===== src/rtl/pc_sequencer.sv =====
// pc_sequencer
//   Program-counter sequencer with an integrated return stack and a
//   prioritised N-channel interrupt entry unit. Each step it resolves the
//   next fetch address from the decoded op, ALU flags and pending IRQs.
//
//   Build option: define PCSEQ_NEST_EN to allow a higher-priority channel
//   to interrupt an active handler. Without it, no channel is accepted
//   while any handler is in service.
//
//   Ports:
//     clk, rst         clock, asynchronous active-low reset
//     step             execute the current op this cycle
//     op               control op (NOP/JEQ/JGT/JLT/JMP/NEX/CALL/RET/RETI/EI/DI)
//     eq, gt, lt, aeq  ALU flags
//     hlt              holds the PC on NEX
//     target           immediate jump/call target
//     reg_target       indirect target, used when target is zero
//     irq              level interrupt requests, channel 0 highest priority
//     clr_err          clears the sticky stack error flags
//     pc               current fetch address
//     ret_top          top stack entry, 0 when the stack is empty
//     depth            stack occupancy
//     in_service       channels whose handlers are active
//     irq_ack          one-hot, one-cycle acknowledge pulse
//     eoi              one-cycle end-of-interrupt pulse
//     int_en           global interrupt enable
//     stk_ovf, stk_unf sticky stack overflow / underflow flags
module pc_sequencer #(
   parameter int AW       = 15,
   parameter int DEPTH    = 16,
   parameter int NCH      = 4,
   parameter int VEC_BASE = 1
) (
   input  logic                     clk,
   input  logic                     rst,
   input  logic                     step,
   input  logic [3:0]               op,
   input  logic                     eq,
   input  logic                     gt,
   input  logic                     lt,
   input  logic                     aeq,
   input  logic                     hlt,
   input  logic [AW-1:0]            target,
   input  logic [AW-1:0]            reg_target,
   input  logic [NCH-1:0]           irq,
   input  logic                     clr_err,
   output logic [AW-1:0]            pc,
   output logic [AW-1:0]            ret_top,
   output logic [$clog2(DEPTH):0]   depth,
   output logic [NCH-1:0]           in_service,
   output logic [NCH-1:0]           irq_ack,
   output logic                     eoi,
   output logic                     int_en,
   output logic                     stk_ovf,
   output logic                     stk_unf
);

   localparam int AI = $clog2(DEPTH);
   localparam int DW = AI + 1;
   localparam logic [DW-1:0] FULL = DW'(DEPTH);

   localparam logic [3:0] OP_JEQ  = 4'd1;
   localparam logic [3:0] OP_JGT  = 4'd2;
   localparam logic [3:0] OP_JLT  = 4'd3;
   localparam logic [3:0] OP_JMP  = 4'd5;
   localparam logic [3:0] OP_NEX  = 4'd6;
   localparam logic [3:0] OP_CALL = 4'd7;
   localparam logic [3:0] OP_RET  = 4'd8;
   localparam logic [3:0] OP_RETI = 4'd9;
   localparam logic [3:0] OP_EI   = 4'd10;
   localparam logic [3:0] OP_DI   = 4'd11;

   logic [AW-1:0]  stack_mem [DEPTH];
   logic [NCH-1:0] pending;
   logic [3:0]     cand_idx;
   logic           outranks;
   logic           accept;
   logic [NCH-1:0] acc_bit;
   logic [NCH-1:0] isr_low_bit;
   logic [AW-1:0]  pc_inc;
   logic [AW-1:0]  jmp_dst;
   logic [AW-1:0]  vec;
   logic [AW-1:0]  pc_nxt;
   logic [AW-1:0]  push_val;
   logic           push;
   logic           pop;
   logic           set_ovf;
   logic           set_unf;
   logic           reti_clr;
   logic           ie_nxt;
   logic           stk_empty;
   logic           stk_full;

   assign stk_empty = (depth == '0);
   assign stk_full  = (depth == FULL);
   assign ret_top   = stk_empty ? '0 : stack_mem[AI'(depth - DW'(1))];

   // Lowest set pending bit; NCH means "none".
   always_comb begin
      cand_idx = 4'(NCH);
      for (int unsigned i = NCH; i > 0; i--) begin
         if (pending[i-1]) cand_idx = 4'(i - 1);
      end
   end

`ifdef PCSEQ_NEST_EN
   logic [3:0] isr_idx;

   // Lowest active handler index; NCH when idle so any candidate outranks it.
   always_comb begin
      isr_idx = 4'(NCH);
      for (int unsigned i = NCH; i > 0; i--) begin
         if (in_service[i-1]) isr_idx = 4'(i - 1);
      end
   end

   assign outranks = (cand_idx < isr_idx);
`else
   assign outranks = (in_service == '0);
`endif

   assign accept      = step & int_en & ~stk_full & (pending != '0) & outranks;
   assign acc_bit     = accept ? (NCH'(1) << cand_idx) : '0;
   // Two's-complement trick isolates the lowest set in_service bit.
   assign isr_low_bit = in_service & (~in_service + NCH'(1));
   assign pc_inc      = pc + AW'(1);
   assign jmp_dst     = (target == '0) ? reg_target : target;
   assign vec         = AW'(VEC_BASE) + AW'(cand_idx);

   always_comb begin
      pc_nxt   = pc;
      push     = 1'b0;
      pop      = 1'b0;
      push_val = pc;
      set_ovf  = 1'b0;
      set_unf  = 1'b0;
      reti_clr = 1'b0;
      ie_nxt   = int_en;
      if (accept) begin
         // Interrupt entry replaces the op: return to the un-executed op.
         push     = 1'b1;
         push_val = pc;
         pc_nxt   = vec;
      end else if (step) begin
         case (op)
            OP_JEQ:  pc_nxt = eq ? target : pc_inc;
            OP_JGT:  pc_nxt = (gt | (aeq & eq)) ? target : pc_inc;
            OP_JLT:  pc_nxt = (lt | (aeq & eq)) ? target : pc_inc;
            OP_JMP:  pc_nxt = jmp_dst;
            OP_NEX:  pc_nxt = hlt ? pc : pc_inc;
            OP_CALL: begin
               if (!stk_full) begin
                  push     = 1'b1;
                  push_val = pc_inc;
                  pc_nxt   = jmp_dst;
               end else begin
                  pc_nxt  = pc_inc;
                  set_ovf = 1'b1;
               end
            end
            OP_RET, OP_RETI: begin
               if (!stk_empty) begin
                  pop    = 1'b1;
                  pc_nxt = ret_top;
               end else begin
                  pc_nxt  = pc_inc;
                  set_unf = 1'b1;
               end
               reti_clr = (op == OP_RETI) && (in_service != '0);
            end
            OP_EI: begin
               ie_nxt = 1'b1;
               pc_nxt = pc_inc;
            end
            OP_DI: begin
               ie_nxt = 1'b0;
               pc_nxt = pc_inc;
            end
            default: pc_nxt = pc;
         endcase
      end
   end

   // Stack storage needs no reset: entries above depth are never read.
   always_ff @(posedge clk) begin
      if (push) stack_mem[AI'(depth)] <= push_val;
   end

   always_ff @(posedge clk or negedge rst) begin
      if (!rst) begin
         pc         <= '0;
         depth      <= '0;
         pending    <= '0;
         in_service <= '0;
         irq_ack    <= '0;
         eoi        <= 1'b0;
         int_en     <= 1'b1;
         stk_ovf    <= 1'b0;
         stk_unf    <= 1'b0;
      end else begin
         pc         <= pc_nxt;
         pending    <= (pending | irq) & ~acc_bit;
         in_service <= (in_service | acc_bit) & ~(reti_clr ? isr_low_bit : '0);
         irq_ack    <= acc_bit;
         eoi        <= reti_clr;
         int_en     <= ie_nxt;
         if (push)     depth <= depth + DW'(1);
         else if (pop) depth <= depth - DW'(1);
         if (set_ovf)      stk_ovf <= 1'b1;
         else if (clr_err) stk_ovf <= 1'b0;
         if (set_unf)      stk_unf <= 1'b1;
         else if (clr_err) stk_unf <= 1'b0;
      end
   end

endmodule


===== config.mk =====
export PLATFORM = sky130hd
export DESIGN_NAME = pc_sequencer
export DESIGN_NICKNAME = d
export VERILOG_FILES = /design/src/rtl/pc_sequencer.sv
export SDC_FILE = /design/constraint.sdc
export NUM_CORES = 1
export LEC_CHECK = 0
export ABC_AREA = 0
export CAP_MARGIN = 15
export CELL_PAD_IN_SITES_DETAIL_PLACEMENT = 1
export CELL_PAD_IN_SITES_GLOBAL_PLACEMENT = 1
export CORE_AREA = 8 8 167 169
export CTS_CLUSTER_DIAMETER = 80
export CTS_CLUSTER_SIZE = 30
export DETAILED_ROUTE_END_ITERATION = 10
export DIE_AREA = 0 0 175 177
export MAX_ROUTING_LAYER = met4
export PLACE_DENSITY_LB_ADDON = 0.1
export SYNTH_ARGS = -nofsm -noshare
export SYNTH_HDL_FRONTEND = slang
export SYNTH_SLANG_ARGS = --single-unit

===== constraint.sdc =====
create_clock -name clk -period 5.2 [get_ports clk]
set_input_delay 1.04 -clock clk [delete_from_list [all_inputs] [get_ports clk]]
set_output_delay 1.04 -clock clk [all_outputs]
set_load 0.005 [all_outputs]

==> results.py <==
metrics = {
    "run_status": {
        "status": "finished, final reports clean",
    },
    "cts": {
        "clockBufferDepth": 3,
        "tritoncts": "done",
        "cts.sinks": 276,
        "post_cts_resize_count": 0,
        "root_buffer": "clkbuf_16",
        "clkTransAtPathRegs_ns": 0.10,
        "clock_latency_ns": 0.50,
        "cts_setup_buffers": 0,
        "cts_hold_buf": 0,
        "cts-buffers-inserted": 15,
        "cts-htree-levels": 1,
    },
    "critical_path": {
        "worstReg2RegEnd": "stack_mem[2][8]",
        "critPathLaunchType": "flip-flop",
        "required_ns": 4.16,
        "endpoint": "ret_top[9]",
        "cp_max_fo": 41,
        "timing.rr.start": "depth[2]",
        "startpoint": "depth[0]",
        "crit_type": "flip-flop to output pin",
        "cp.arrival_ns": 3.75,
        "cp-end-kind": "output pin",
        "r2r_cells": 5,
        "reg2reg_slack_ns": 1.89,
    },
    "yosys": {
        "synth_top_area_share_pct": 58.4,
        "synthFlopType": "edfxtp_1",
        "synth_edf_count": 240,
        "synth_area_leader_cell": "edfxtp_1",
        "syn-num-nets": 842,
        "ys_seq_area_share_pct": 65.8,
        "syn_area_um2": 12300,
        "async_reset_ff_share_pct": 13.0,
        "netlist_top_cells_area": "edfxtp_1 58%, mux4_2 12%, dfrtp_1 7.1%",
        "ys_ff_latch": 276,
        "yosysWarnings": 0,
        "syn_inst": 783,
        "syn_area_per_cell_um2": 15.7,
        "synth.distinct_cells": 72,
    },
    "floorplanning": {
        "io_pins": 94,
        "die_area_um2": 31000,
        "initial_core_util_pct": 48.4,
        "core_um2": 25500,
        "die_w_um": 175,
        "fp.dieH_um": 177,
        "row_count": 59,
    },
    "routing": {
        "antenna_left": 0,
        "vias": 7365,
        "detail_route.vias_per_cell": 5.97,
        "drt_iter0_drc": 672,
        "route.detailed.drc": 0,
        "routedWlPerCell_um": 26.4,
        "first_pass_iters": 4,
        "drt-total-wl_mm": 32.5,
    },
    "timing": {
        "hold_viol_final": 0,
        "period_share_pct": 92.2,
        "setup_ws_ns": 0.406,
        "tns_ns": 0,
        "rsz0062_at_grt": "false",
        "fin_crit_ns": 4.79,
        "skew_ns": 0.0125,
        "setup_viol": 0,
        "holdWs_ns": 0.535,
        "worstMarginPinSlew_ns": 1.13,
        "final_max_slew_viol_count": 0,
        "max_clock_freq_mhz": 209,
        "relSlewSlack_pct": 24.5,
    },
    "flow_run": {
        "cap_violations": 0,
    },
    "placed_design": {
        "gp_congestion": 0.888,
        "place_hpwl_mm": 22.3,
        "place_ws_ns": 0.889,
        "port_buffers": 93,
    },
    "pwr": {
        "p_sw_share_pct": 35.9,
        "max-vdd-ir-drop_mv": 0.394,
        "p_seq_share_pct": 37.5,
        "p_leak_nw": 4.89,
        "clock_power_share_pct": 16.5,
        "pwr_density_cell_nw_per_um2": 561,
        "power_w": 0.00801,
        "comb_power_share_pct": 46.0,
        "p_switching_w": 0.00288,
        "p_int_w": 0.00513,
    },
    "global_route": {
        "grt_pass1_vias": 7819,
        "grt_max_degree": 42,
        "gr-total-overflow": 0,
        "antenna_found_initial": 0,
        "grt_use_total_pct": 21.8,
        "grt_pass1_wl_mm": 49.9,
    },
    "cells_and_area": {
        "insertedDiodeCount": 0,
        "post-route-util_pct": 56.1,
        "drive_gt1_share_pct": 17.4,
        "nets": 953,
        "synthToLayoutAreaGrowth_pct": 15.9,
    },
    "worst_hold_path": {
        "timing.hold.worst.class": "flip-flop to flip-flop",
    },
}
[cell type report]
class	count	area, um2
flip-flops and latches	276	8110
multi-input cells	451	3960
repair buffers	136	1260
fillers	2407	11200
clock inverters	7	106
inverters	14	52.6
clock buffers	15	375
well taps	335	419
[sequential cells by signal, summed over array words and instances, names as in the netlist]
| register | count |
|---|---|
| irq_ack | 4 |
| pc | 15 |
| depth | 5 |
| stk_unf | 1 |
| eoi | 1 |
| pending | 4 |
| stack_mem | 240 |
| in_service | 4 |
| stk_ovf | 1 |
| int_en | 1 |
[placed cells by master, fill, tap and decap left out, drive strengths merged, types with 6 or more instances in the layout]
master	n
nand3	24
ha	12
mux2i	10
dfrtp	35
nor3	8
mux4	67
nand4	9
inv	18
a221oi	8
nor2b	14
xor2	16
o221ai	6
edfxtp	240
and2	7
a21oi	13
clkdlybuf4s50	92
nor2	53
nand2b	7
o21ai	25
clkbuf	15
buf	44
nand2	80
xnor2	18
[power groups by stage]
stage | Clock, W | Combinational (W) | Sequential, W
after floorplan | 0 | 0.00220 | 0.00296
after global placement | 0 | 0.00361 | 0.00304
after detailed placement | 0 | 0.00371 | 0.00305
after CTS | 0.00136 | 0.00372 | 0.00300
after global routing | 0.00142 | 0.00398 | 0.00303
final | 0.00132 | 0.00369 | 0.00301
[per-stage QoR]
step / instances / area [um2]
floorplan: 783 / 12300
global placement: 1210 / 13800
detailed placement: 1210 / 13800
CTS: 1232 / 14300
global route: 1234 / 14300
finish: 1234 / 14300
[worst min-delay path by stage]
stage / depth (start not counted) / slack (ns) / endpoint / startpoint
3_5_place_dp: 2 / 0.53 / stk_unf / stk_unf
5_1_grt: 2 / 0.59 / stk_ovf / stk_ovf
4_1_cts: 2 / 0.55 / stk_unf / stk_unf
2_1_floorplan: 1 / 0.50 / depth[4] / depth[4]
6_report: 2 / 0.53 / stk_unf / stk_unf
3_3_place_gp: 2 / 0.51 / stk_unf / stk_unf
[layer usage]
metal,track usage [%],share of wire (%)
met4,6.96,2.7
met2,35.8,49
met3,3.09,4.7
met5,-,0
met1,27.9,43
[cells in the mapped netlist (all sizes together) (4+ instances only)]
library cell,n
a21oi,13
a221o,5
a221oi,8
and2,7
and3,5
and4,5
buf,21
clkbuf,21
dfrtp,35
edfxtp,240
ha,12
inv,14
mux2,5
mux2i,10
mux4,67
nand2,80
nand2b,7
nand3,24
nand3b,4
nand4,9
nor2,53
nor2b,14
nor3,8
nor4,4
o211ai,4
o21ai,25
o221ai,6
xnor2,18
xor2,16
[logic make-up (layout without fill, tap and decap cells)]
| kind of cell | after synthesis | count (layout) | synth area share (%) |
|---|---|---|---|
| DFF | 276 | 276 | 65.8 |
| and+or+nand+nor | 232 | 232 | 9.29 |
| AOI/OAI and AO/OA | 91 | 91 | 5.37 |
| muxes | 82 | 82 | 13.5 |
| buffers and inverters | 56 | 172 | 2.23 |
| xor gates and xnor gates | 34 | 34 | 2.63 |
| adders and majority gates | 12 | 12 | 1.22 |
[worst max-delay path, stage by stage, from the launching register on]
cell             delay, ns
dfrtp_4               0.42
buf_4                 0.61
buf_4                 0.58
mux4_2                0.58
nand2_1               0.08
nand2_1               0.05
o21ai_1               0.35
nor2_1                0.08
clkdlybuf4s50_1       0.46
No activity file was read; power rests on OpenSTA's default activity.
==> edit: new RTL, same flow settings <==
The output `irq_ack` loses its register stage (`irq_ack` becomes a continuous assignment). Comments in the files are not updated.
--- a/src/rtl/pc_sequencer.sv
+++ b/src/rtl/pc_sequencer.sv
@@ -192,7 +192,6 @@
          depth      <= '0;
          pending    <= '0;
          in_service <= '0;
-         irq_ack    <= '0;
          eoi        <= 1'b0;
          int_en     <= 1'b1;
          stk_ovf    <= 1'b0;
@@ -201,7 +200,6 @@
          pc         <= pc_nxt;
          pending    <= (pending | irq) & ~acc_bit;
          in_service <= (in_service | acc_bit) & ~(reti_clr ? isr_low_bit : '0);
-         irq_ack    <= acc_bit;
          eoi        <= reti_clr;
          int_en     <= ie_nxt;
          if (push)     depth <= depth + DW'(1);
@@ -213,5 +211,7 @@
       end
    end
 
+   assign irq_ack = acc_bit;
+
 endmodule
 
Function: changed (a bounded check fails within 4 cycles, from zero or initial values and one cycle with rst low).
==> edit against the original RTL <==
- clock skew increased by 17 ps
- area after synthesis shrank 0.18%
- combinational power is 2% higher
- setup slack got worse by 7.5 ps
- design area grew 0.20%
- total power decreased by 0.35%
- routed wire length is 7.1% higher
- sequential cell count is 4 lower
- highest routed layer unchanged
==> edit: results (changes against the original RTL) <==
status finished, final reports clean (unchanged); Arr. time, crit path 3760 ps (was 3750 ps); Post-CTS Setup Inserts 0 (unchanged); Seq/Total Area, Yosys 65.06% (was 65.76%); type of the worst min-delay path flip-flop to flip-flop (unchanged); DR vias 7,659 (was 7,365); GP Congestion 0.8969 (was 0.8875); clk_lat worst skew approximately 500 ps; share of cells above drive strength 1 18.39% (was 17.35%); commonest cells in the netlist edfxtp_1 (240), nor2_1 (75), mux4_2 (60) (was edfxtp_1 (240), nand2_1 (80), mux4_2 (67)); Worst Setup SP depth[1]$_DFFE_PN0P_ (was depth[0]$_DFFE_PN0P_); Lkg Pwr 4.829 nW (was 4.888 nW); global-route wire length before repair 52,210 um (was 49,880 um); Post-CTS Resized 0 (unchanged); Inserted Clock Buffers 15 (unchanged); worst reg2reg path depth 8 (was 5); r2r endpoint pc[7]$_DFFE_PN0P_ (was stack_mem[2][8]$_DFFE_PP_); Max H-tree Level 1 (unchanged); DP Wirelength 23,770 um (was 22,320 um); ys async rst share 11.76% (was 13.04%); clk root buf clkbuf_16 (unchanged); dominant cells by area after synthesis edfxtp_1 (59%), mux4_2 (11%), dfrtp_1 (6.3%) (was edfxtp_1 (58%), mux4_2 (12%), dfrtp_1 (7.1%)); # fillers 2,408 (was 2,407); setup slack, reg-to-reg 1810 ps (was 1890 ps); largest net degree at the start of global routing 67 (was 42); vias in the first global route 7,966 (was 7,819); GRT Overall Usage 23.10% (was 21.79%); Synth cell types 74 (was 72); Layout Nets 950 (was 953); syn nets 841 (was 842); Hold Vio Cnt, Final 0 (unchanged); worst setup path end ret_top[13] (was ret_top[9]); clk slew on worst S/H paths 120 ps (was 100 ps); Largest regs stack_mem: 240 flops, pc: 15 flops, depth: 5 flops (unchanged); PortBufs 93 (unchanged); Slew HR 18.79% (was 24.46%); Post-synth EDFFs 240 (unchanged); drt first pass iters 5 (was 4); initial antenna violation count 0 (unchanged); CTS max path bufs 3 (unchanged); Max VDD drop 0.5355 mV (was 0.3942 mV); # diodes 0 (unchanged); post-DR wirelength/cell 28.28 um (was 26.36 um); initial drt markers 701 (was 672); CP Max Fanout 30 (was 41); Synth warnings 0 (unchanged); Worst Skew 29.56 ps (was 12.48 ps)
-- edit: cell count changes after synthesis, moves of 7 or more --
cell      unedited run  this run
a211oi_1             2        12
mux4_2              67        60
clkbuf_1            21        13
nor2_1              52        75
nand3_1             24        13
nor3_1               6        13
mux2i_1             10        18
mux2_2               5        19
nor2b_1             14         1
o21ai_1             11         4
nand2_1             80        52
-- edit: layout make-up --
type / instances / area [sq um] / share of cell area [%]
clock buffer: 16 / 379.1 / 2.647
clock inverter: 7 / 125.1 / 0.8737
inverter: 11 / 41.29 / 0.2883
multi-input combinational: 455 / 4048 / 28.27
sequential: 272 / 8013 / 55.95
tap: 335 / 419.2 / 2.927
timing repair buffer: 136 / 1295 / 9.043
-- edit: worst min-delay path by stage --
stage / startpoint / end / slack (ps) / cells after the start
after floorplan: int_en$_DFFE_PN1P_ / int_en$_DFFE_PN1P_ / 490 / 2
after global placement: int_en$_DFFE_PN1P_ / int_en$_DFFE_PN1P_ / 500 / 2
after detailed placement: int_en$_DFFE_PN1P_ / int_en$_DFFE_PN1P_ / 520 / 2
after CTS: int_en$_DFFE_PN1P_ / int_en$_DFFE_PN1P_ / 530 / 2
after global routing: in_service[2]$_DFF_PN0_ / in_service[2]$_DFF_PN0_ / 560 / 1
final: int_en$_DFFE_PN1P_ / int_en$_DFFE_PN1P_ / 530 / 2
-- edit: layer usage --
layer | global-route usage (%) | vias to the layer above | part of all wire (%)
met4 | 5.546 | 0 | 2.0
met1 | 29.88 | 4026 | 43
met5 | - | - | 0
li1 | - | 3290 | -
met2 | 38.31 | 294 | 49
met3 | 3.350 | 49 | 6.5
-- edit: worst max-delay path: stages (launching register included) --
cell and delay [ps]:
dfrtp_1 520, inv_1 150, ha_2 710, buf_12 290, mux4_2 330, mux2i_1 400, nand2_1 110, and3_1 260
clkdlybuf4s50_1 460
-- edit: cells by family (layout without fill, tap and decap cells) --
family | after synthesis | in the layout | synth area share (%)
simple gates | 200 | 200 | 7.918
fa+ha+maj | 12 | 12 | 1.220
flops | 272 | 272 | 65.06
buf+inv | 55 | 170 | 2.246
mux | 98 | 98 | 14.30
xor+xnor | 34 | 34 | 2.419
compound gates | 111 | 111 | 6.831
-- edit: stage by stage --
step | setup WS, ps | std cells
3_3_place_gp | 1033 | 1203
3_5_place_dp | 941.4 | 1204
6_report | 398.1 | 1232
2_1_floorplan | 1247 | 782
5_1_grt | 265.9 | 1232
4_1_cts | 368.9 | 1227
-- edit: where the power goes --
group          internal (W)  total (W)  leakage (nW)  switching [W]
registers           0.00270    0.00290          2.58       0.000207
logic               0.00176    0.00375          2.02        0.00199
clock network      0.000579    0.00133         0.235       0.000750
